**src/rtl/ssd_pkg.sv**
```systemverilog
// Shared constants for the seven-segment scan controller: segment table,
// cathode bit positions and the supported digit-count limit.
package ssd_pkg;

    localparam int DIGITS_MAX = 8;
    localparam int IDX_W      = $clog2(DIGITS_MAX);

    // cath_n bit order is {Ca,Cb,Cc,Cd,Ce,Cf,Cg,Dp}
    localparam int CATH_A_BIT  = 7;
    localparam int CATH_G_BIT  = 1;
    localparam int CATH_DP_BIT = 0;

    typedef logic [6:0] seg_t;

    // abcdefg, 1 = lit, indexed by hex nibble
    localparam seg_t SEG_TABLE [16] = '{
        7'b1111110, 7'b0110000, 7'b1101101, 7'b1111001,
        7'b0110011, 7'b1011011, 7'b1011111, 7'b1110000,
        7'b1111111, 7'b1111011, 7'b1110111, 7'b0011111,
        7'b1001110, 7'b0111101, 7'b1001111, 7'b1000111
    };

endpackage

```
**src/rtl/ssd_hex_decoder.sv**
```systemverilog
// Combinational hex nibble to abcdefg segment pattern (1 = lit).
module ssd_hex_decoder
    import ssd_pkg::*;
(
    input  logic [3:0] nibble,
    output logic [6:0] seg
);

    always_comb begin
        seg = SEG_TABLE[nibble];
    end

endmodule

```
**src/rtl/ssd_scan_ctrl.sv**
```systemverilog
// Multiplexed seven-segment scan controller with frame-aligned input shadows,
// leading-zero blanking and PWM brightness. All outputs are registered.
module ssd_scan_ctrl
    import ssd_pkg::*;
#(
    parameter int NUM_DIGITS    = 8,
    parameter int SCAN_DIV_BITS = 18,
    parameter int PWM_BITS      = 4
) (
    input  logic                    ClkPort,
    input  logic                    Reset,
    input  logic [4*NUM_DIGITS-1:0] value,
    input  logic [NUM_DIGITS-1:0]   dp,
    input  logic [NUM_DIGITS-1:0]   digit_en,
    input  logic                    blank_lz,
    input  logic [PWM_BITS-1:0]     brightness,
    output logic [NUM_DIGITS-1:0]   an_n,
    output logic [7:0]              cath_n,
    output logic                    frame_start
);

    logic [SCAN_DIV_BITS-1:0] presc_q, presc_d;
    logic [IDX_W-1:0]         idx_q, idx_d;
    logic [4*NUM_DIGITS-1:0]  val_sh_q, val_sh_d;
    logic [NUM_DIGITS-1:0]    dp_sh_q, dp_sh_d;
    logic [NUM_DIGITS-1:0]    en_sh_q, en_sh_d;
    logic                     blz_sh_q, blz_sh_d;
    logic [NUM_DIGITS-1:0]    an_n_d;
    logic [7:0]               cath_n_d;
    logic                     frame_start_d;

    logic                capture;
    logic [3:0]          nibble;
    logic [6:0]          seg;
    logic                sel_dp, sel_en, upper_nz, blank, pwm_on, lit;
    logic [PWM_BITS-1:0] pwm_frac;

    ssd_hex_decoder u_dec (
        .nibble (nibble),
        .seg    (seg)
    );

    always_comb begin
        presc_d = presc_q + 1'b1;
        idx_d   = idx_q;
        if (presc_q == '1) begin
            idx_d = (idx_q == IDX_W'(NUM_DIGITS - 1)) ? '0 : idx_q + 1'b1;
        end

        // Decisions in the capture cycle use the freshly sampled inputs so that
        // the first slot of every frame already shows the new data.
        capture  = (presc_q == '0) && (idx_q == '0);
        val_sh_d = capture ? value    : val_sh_q;
        dp_sh_d  = capture ? dp       : dp_sh_q;
        en_sh_d  = capture ? digit_en : en_sh_q;
        blz_sh_d = capture ? blank_lz : blz_sh_q;

        nibble   = '0;
        sel_dp   = 1'b0;
        sel_en   = 1'b0;
        upper_nz = 1'b0;
        for (int unsigned i = 0; i < NUM_DIGITS; i++) begin
            if (idx_q == IDX_W'(i)) begin
                nibble = val_sh_d[4*i +: 4];
                sel_dp = dp_sh_d[i];
                sel_en = en_sh_d[i];
            end
            if ((IDX_W'(i) >= idx_q) && ((val_sh_d[4*i +: 4] != '0) || dp_sh_d[i])) begin
                upper_nz = 1'b1;
            end
        end

        blank    = blz_sh_d && (idx_q != '0) && !upper_nz;
        pwm_frac = presc_q[SCAN_DIV_BITS-1 -: PWM_BITS];
        pwm_on   = (brightness == '1) || (pwm_frac < brightness);
        lit      = sel_en && !blank && pwm_on;

        an_n_d   = '1;
        cath_n_d = '1;
        for (int unsigned i = 0; i < NUM_DIGITS; i++) begin
            if (lit && (idx_q == IDX_W'(i))) begin
                an_n_d[i] = 1'b0;
            end
        end
        if (lit) begin
            cath_n_d[CATH_A_BIT:CATH_G_BIT] = ~seg;
            cath_n_d[CATH_DP_BIT]           = ~sel_dp;
        end

        frame_start_d = capture;
    end

    always_ff @(posedge ClkPort or posedge Reset) begin
        if (Reset) begin
            presc_q     <= '0;
            idx_q       <= '0;
            val_sh_q    <= '0;
            dp_sh_q     <= '0;
            en_sh_q     <= '0;
            blz_sh_q    <= 1'b0;
            an_n        <= '1;
            cath_n      <= '1;
            frame_start <= 1'b0;
        end else begin
            presc_q     <= presc_d;
            idx_q       <= idx_d;
            val_sh_q    <= val_sh_d;
            dp_sh_q     <= dp_sh_d;
            en_sh_q     <= en_sh_d;
            blz_sh_q    <= blz_sh_d;
            an_n        <= an_n_d;
            cath_n      <= cath_n_d;
            frame_start <= frame_start_d;
        end
    end

endmodule

```
**config.mk**
```make
export PLATFORM = sky130hd
export DESIGN_NAME = ssd_scan_ctrl
export DESIGN_NICKNAME = d
export VERILOG_FILES = /design/src/rtl/ssd_pkg.sv /design/src/rtl/ssd_hex_decoder.sv /design/src/rtl/ssd_scan_ctrl.sv
export SDC_FILE = /design/constraint.sdc
export NUM_CORES = 1
export LEC_CHECK = 0
export CORE_MARGIN = 4
export CORE_UTILIZATION = 30
export DETAILED_ROUTE_END_ITERATION = 6
export PLACE_DENSITY_LB_ADDON = 0.08
export REMOVE_ABC_BUFFERS = 1
export SLEW_MARGIN = 20
export SYNTH_ARGS = -nofsm -noshare
export SYNTH_HDL_FRONTEND = slang
export SYNTH_SLANG_ARGS = --single-unit
```
**constraint.sdc**
```tcl
create_clock -name ClkPort -period 4 [get_ports ClkPort]
set_input_delay 0.4 -clock ClkPort [delete_from_list [all_inputs] [get_ports ClkPort]]
set_output_delay 0.4 -clock ClkPort [all_outputs]
set_load 0.05 [all_outputs]
```
==> results.py <==
metrics = {
    "status": {
        "status": "finished, final reports clean",
    },
    "pwr": {
        "seq_power_share": 0.479,
        "p_int_mw": 1.48,
        "switching_power_uw": 476,
        "clkPwrFrac": 0.416,
        "combPwrFrac": 0.105,
        "sw_frac_of_total": 0.243,
        "p_leak_nw": 2.61,
        "power_density_nw_per_um2": 327,
        "ir_worst_vdd_uv": 192,
    },
    "layout": {
        "regArea_um2": 2200,
        "drive_gt1_frac": 0.132,
        "multiInputGateArea_um2": 2340,
        "area_delta_synth_final_pct": 26.4,
        "antenna_cells": 0,
        "nFillCells": 1533,
        "final_net_count": 649,
    },
    "yosys": {
        "synthCells": 503,
        "ys.flop_type": "dfrtp_1",
        "yosys-top-cells-count": "nand2_1, dfrtp_1, nand3_1",
        "yosysMostFrequentCell": "nand2_1",
        "synth-edff-count": 0,
        "yosys-top-cells-area": "dfrtp_1, nand2_1, dfstp_2",
        "synth-seq-cells": 87,
        "yosys.area.top_type_share": 0.375,
        "ys.warnings.count": 0,
        "synth_top_cell_by_area": "dfrtp_1",
        "synth-seq-area-share": 0.463,
        "ys_types": 68,
        "syn_area_per_cell_um2": 9.43,
        "synth_area_um2": 4740,
        "async_flop_share": 1.00,
    },
    "worst_setup_path": {
        "endpoint_kind": "register",
        "crit_arrival_ns": 3.83,
        "max_stage_delay_ns": 0.52,
        "required_ns": 4.24,
        "crit_path_max_fanout": 15,
        "crit_family": "compound AO/OA/AOI/OAI gates",
        "path_buf_inv": 3,
        "criticalPathCategory": "reg -> reg",
        "crit_slowest_cell": "dfrtp_1",
        "critPathLaunchType": "register",
        "path_cells": "inv_1 -> ha_1 -> nor2b_2 -> and3_1 -> nand2_4 -> buf_4 -> mux2_2 -> o2bb2ai_1 -> a31oi_1 -> inv_1 -> ha_1 -> a21boi_0 -> a211oi_1 -> o21ai_1",
    },
    "clocking": {
        "ctsHoldBuffers": 0,
        "cts-root-buf": "clkbuf_16",
        "cts_made_buffers": 9,
        "h-tree-depth": 3,
        "cts_tree": "yes",
        "cts_sinks": 87,
        "clk_pin_slew_worst_paths_ns": 0.06,
        "cts_setup_buffers": 0,
        "worstSkewPairLatency_ns": 0.34,
        "cts_buffer_depth": 2,
        "cts_resized": 0,
    },
    "routing": {
        "drc_errors": 0,
        "drt_iter0_drc": 327,
        "routed_wl_mm": 14.7,
        "vias_per_cell": 5.10,
        "firstDrtPassIters": 7,
        "antenna_left": 0,
        "num_vias": 4054,
        "wl_per_cell_um": 18.5,
    },
    "grt": {
        "grt_pass1_vias": 4155,
        "grt_max_degree": 33,
        "grt_use_total": 0.167,
        "antenna_found_initial": 0,
        "grt_pass1_wl_mm": 23.4,
        "overflow": 0,
    },
    "sta": {
        "rsz0062_at_grt": "false",
        "max_freq_ghz": 0.279,
        "clock_skew_ns": 0.00787,
        "setup-tns-final_ns": 0,
        "post-route-period-util": 0.896,
        "worstMarginPinSlew_ns": 0.615,
        "finalHoldViolCount": 0,
        "finalMaxSlewViolations": 0,
        "relSlewSlack": 0.589,
        "finalSetupViolations": 0,
        "hold_slack_ns": 0.387,
        "fin_crit_ns": 3.58,
    },
    "floorplan": {
        "rows": 45,
        "dieArea_um2": 17900,
        "die_w_um": 134,
        "num_io_pins": 72,
        "core_area_um2": 15400,
        "initial_core_util": 0.309,
        "die_h_um": 134,
    },
    "placement": {
        "gp_congestion": 0.975,
        "dpl.hpwl_mm": 11.3,
        "portBuffers": 71,
    },
    "job": {
        "maxCapViolations": 0,
    },
    "hold_path": {
        "hold_path_class": "in -> async",
    },
}
## power groups by stage
stage | registers [mW] | clock network [mW] | logic [mW]
floorplan | 0.971 | 0 | 0.0754
global placement | 0.954 | 0 | 0.207
detailed placement | 0.953 | 0 | 0.207
CTS | 0.938 | 0.836 | 0.208
global route | 0.940 | 0.877 | 0.224
finish | 0.938 | 0.814 | 0.206
## layer usage
layer / track usage / up-vias / part of all wire
li1: - / 1924 / -
met4: 0.0509 / 0 / 0.012
met1: 0.227 / 1987 / 0.46
met2: 0.268 / 130 / 0.47
met5: 0 / - / 0
met3: 0.0378 / 13 / 0.060
## metrics by stage
step	total power [mW]	util	std cells	setup slack [ns]	cell area, um2
after CTS	1.98	0.390	795	0.430	5990
final	1.96	0.390	795	0.417	5990
after global routing	2.04	0.390	795	0.0596	5990
after detailed placement	1.16	0.371	779	0.441	5710
after global placement	1.16	0.371	779	0.567	5710
after floorplan	1.05	-	482	0.158	4620
## final timing paths
kind / from / end / slack (ns) / depth (start not counted)
min: Reset / frame_start / 0.39 / 2
max in group asynchronous: Reset / cath_n[0] / 2.79 / 3
min reg2reg: en_sh_q[1] / en_sh_q[1] / 0.48 / 2
max reg2reg: idx_q[1] / cath_n[4] / 0.42 / 14
max: idx_q[1] / cath_n[4] / 0.42 / 14
min in group ClkPort: en_sh_q[1] / en_sh_q[1] / 0.48 / 2
## final cells by class
cell class              count  area share
clock buffers              13      0.0451
repair buffers             86       0.137
inverters                  21      0.0134
clock inverters             3     0.00292
multi-input cells         374       0.391
well taps                 211      0.0441
flip-flops and latches     87       0.367
## cell families (layout without fill, tap and decap cells)
group / after synthesis / after routing / share of synthesized area
DFF: 87 / 87 / 0.463
xor gates and xnor gates: 16 / 16 / 0.0296
adders and majority gates: 15 / 15 / 0.0396
buffers and inverters: 42 / 123 / 0.0430
and+or+nand+nor: 230 / 230 / 0.229
AOI/OAI and AO/OA: 91 / 91 / 0.145
muxes: 22 / 22 / 0.0504
## sequential cells by signal (all words and copies together), names as in the netlist
register and count:
idx_q 3, cath_n 8, presc_q 18, blz_sh_q 1, dp_sh_q 8, en_sh_q 8, an_n 8, val_sh_q 32
frame_start 1
## layout by cell type (no fill, tap or decap), drive strengths merged, types with 13 or more instances in the layout
| master | Yosys | final |
|---|---|---|
| nand2 | 117 | 117 |
| dfrtp | 71 | 71 |
| clkdlybuf4s50 | 0 | 71 |
| nand3 | 28 | 28 |
| nor2 | 27 | 27 |
| o21ai | 22 | 22 |
| inv | 21 | 20 |
| dfstp | 16 | 16 |
| a21oi | 16 | 16 |
| ha | 15 | 15 |
| buf | 11 | 15 |
| clkbuf | 10 | 13 |
Note: power is estimated with default switching activity, not from simulation.
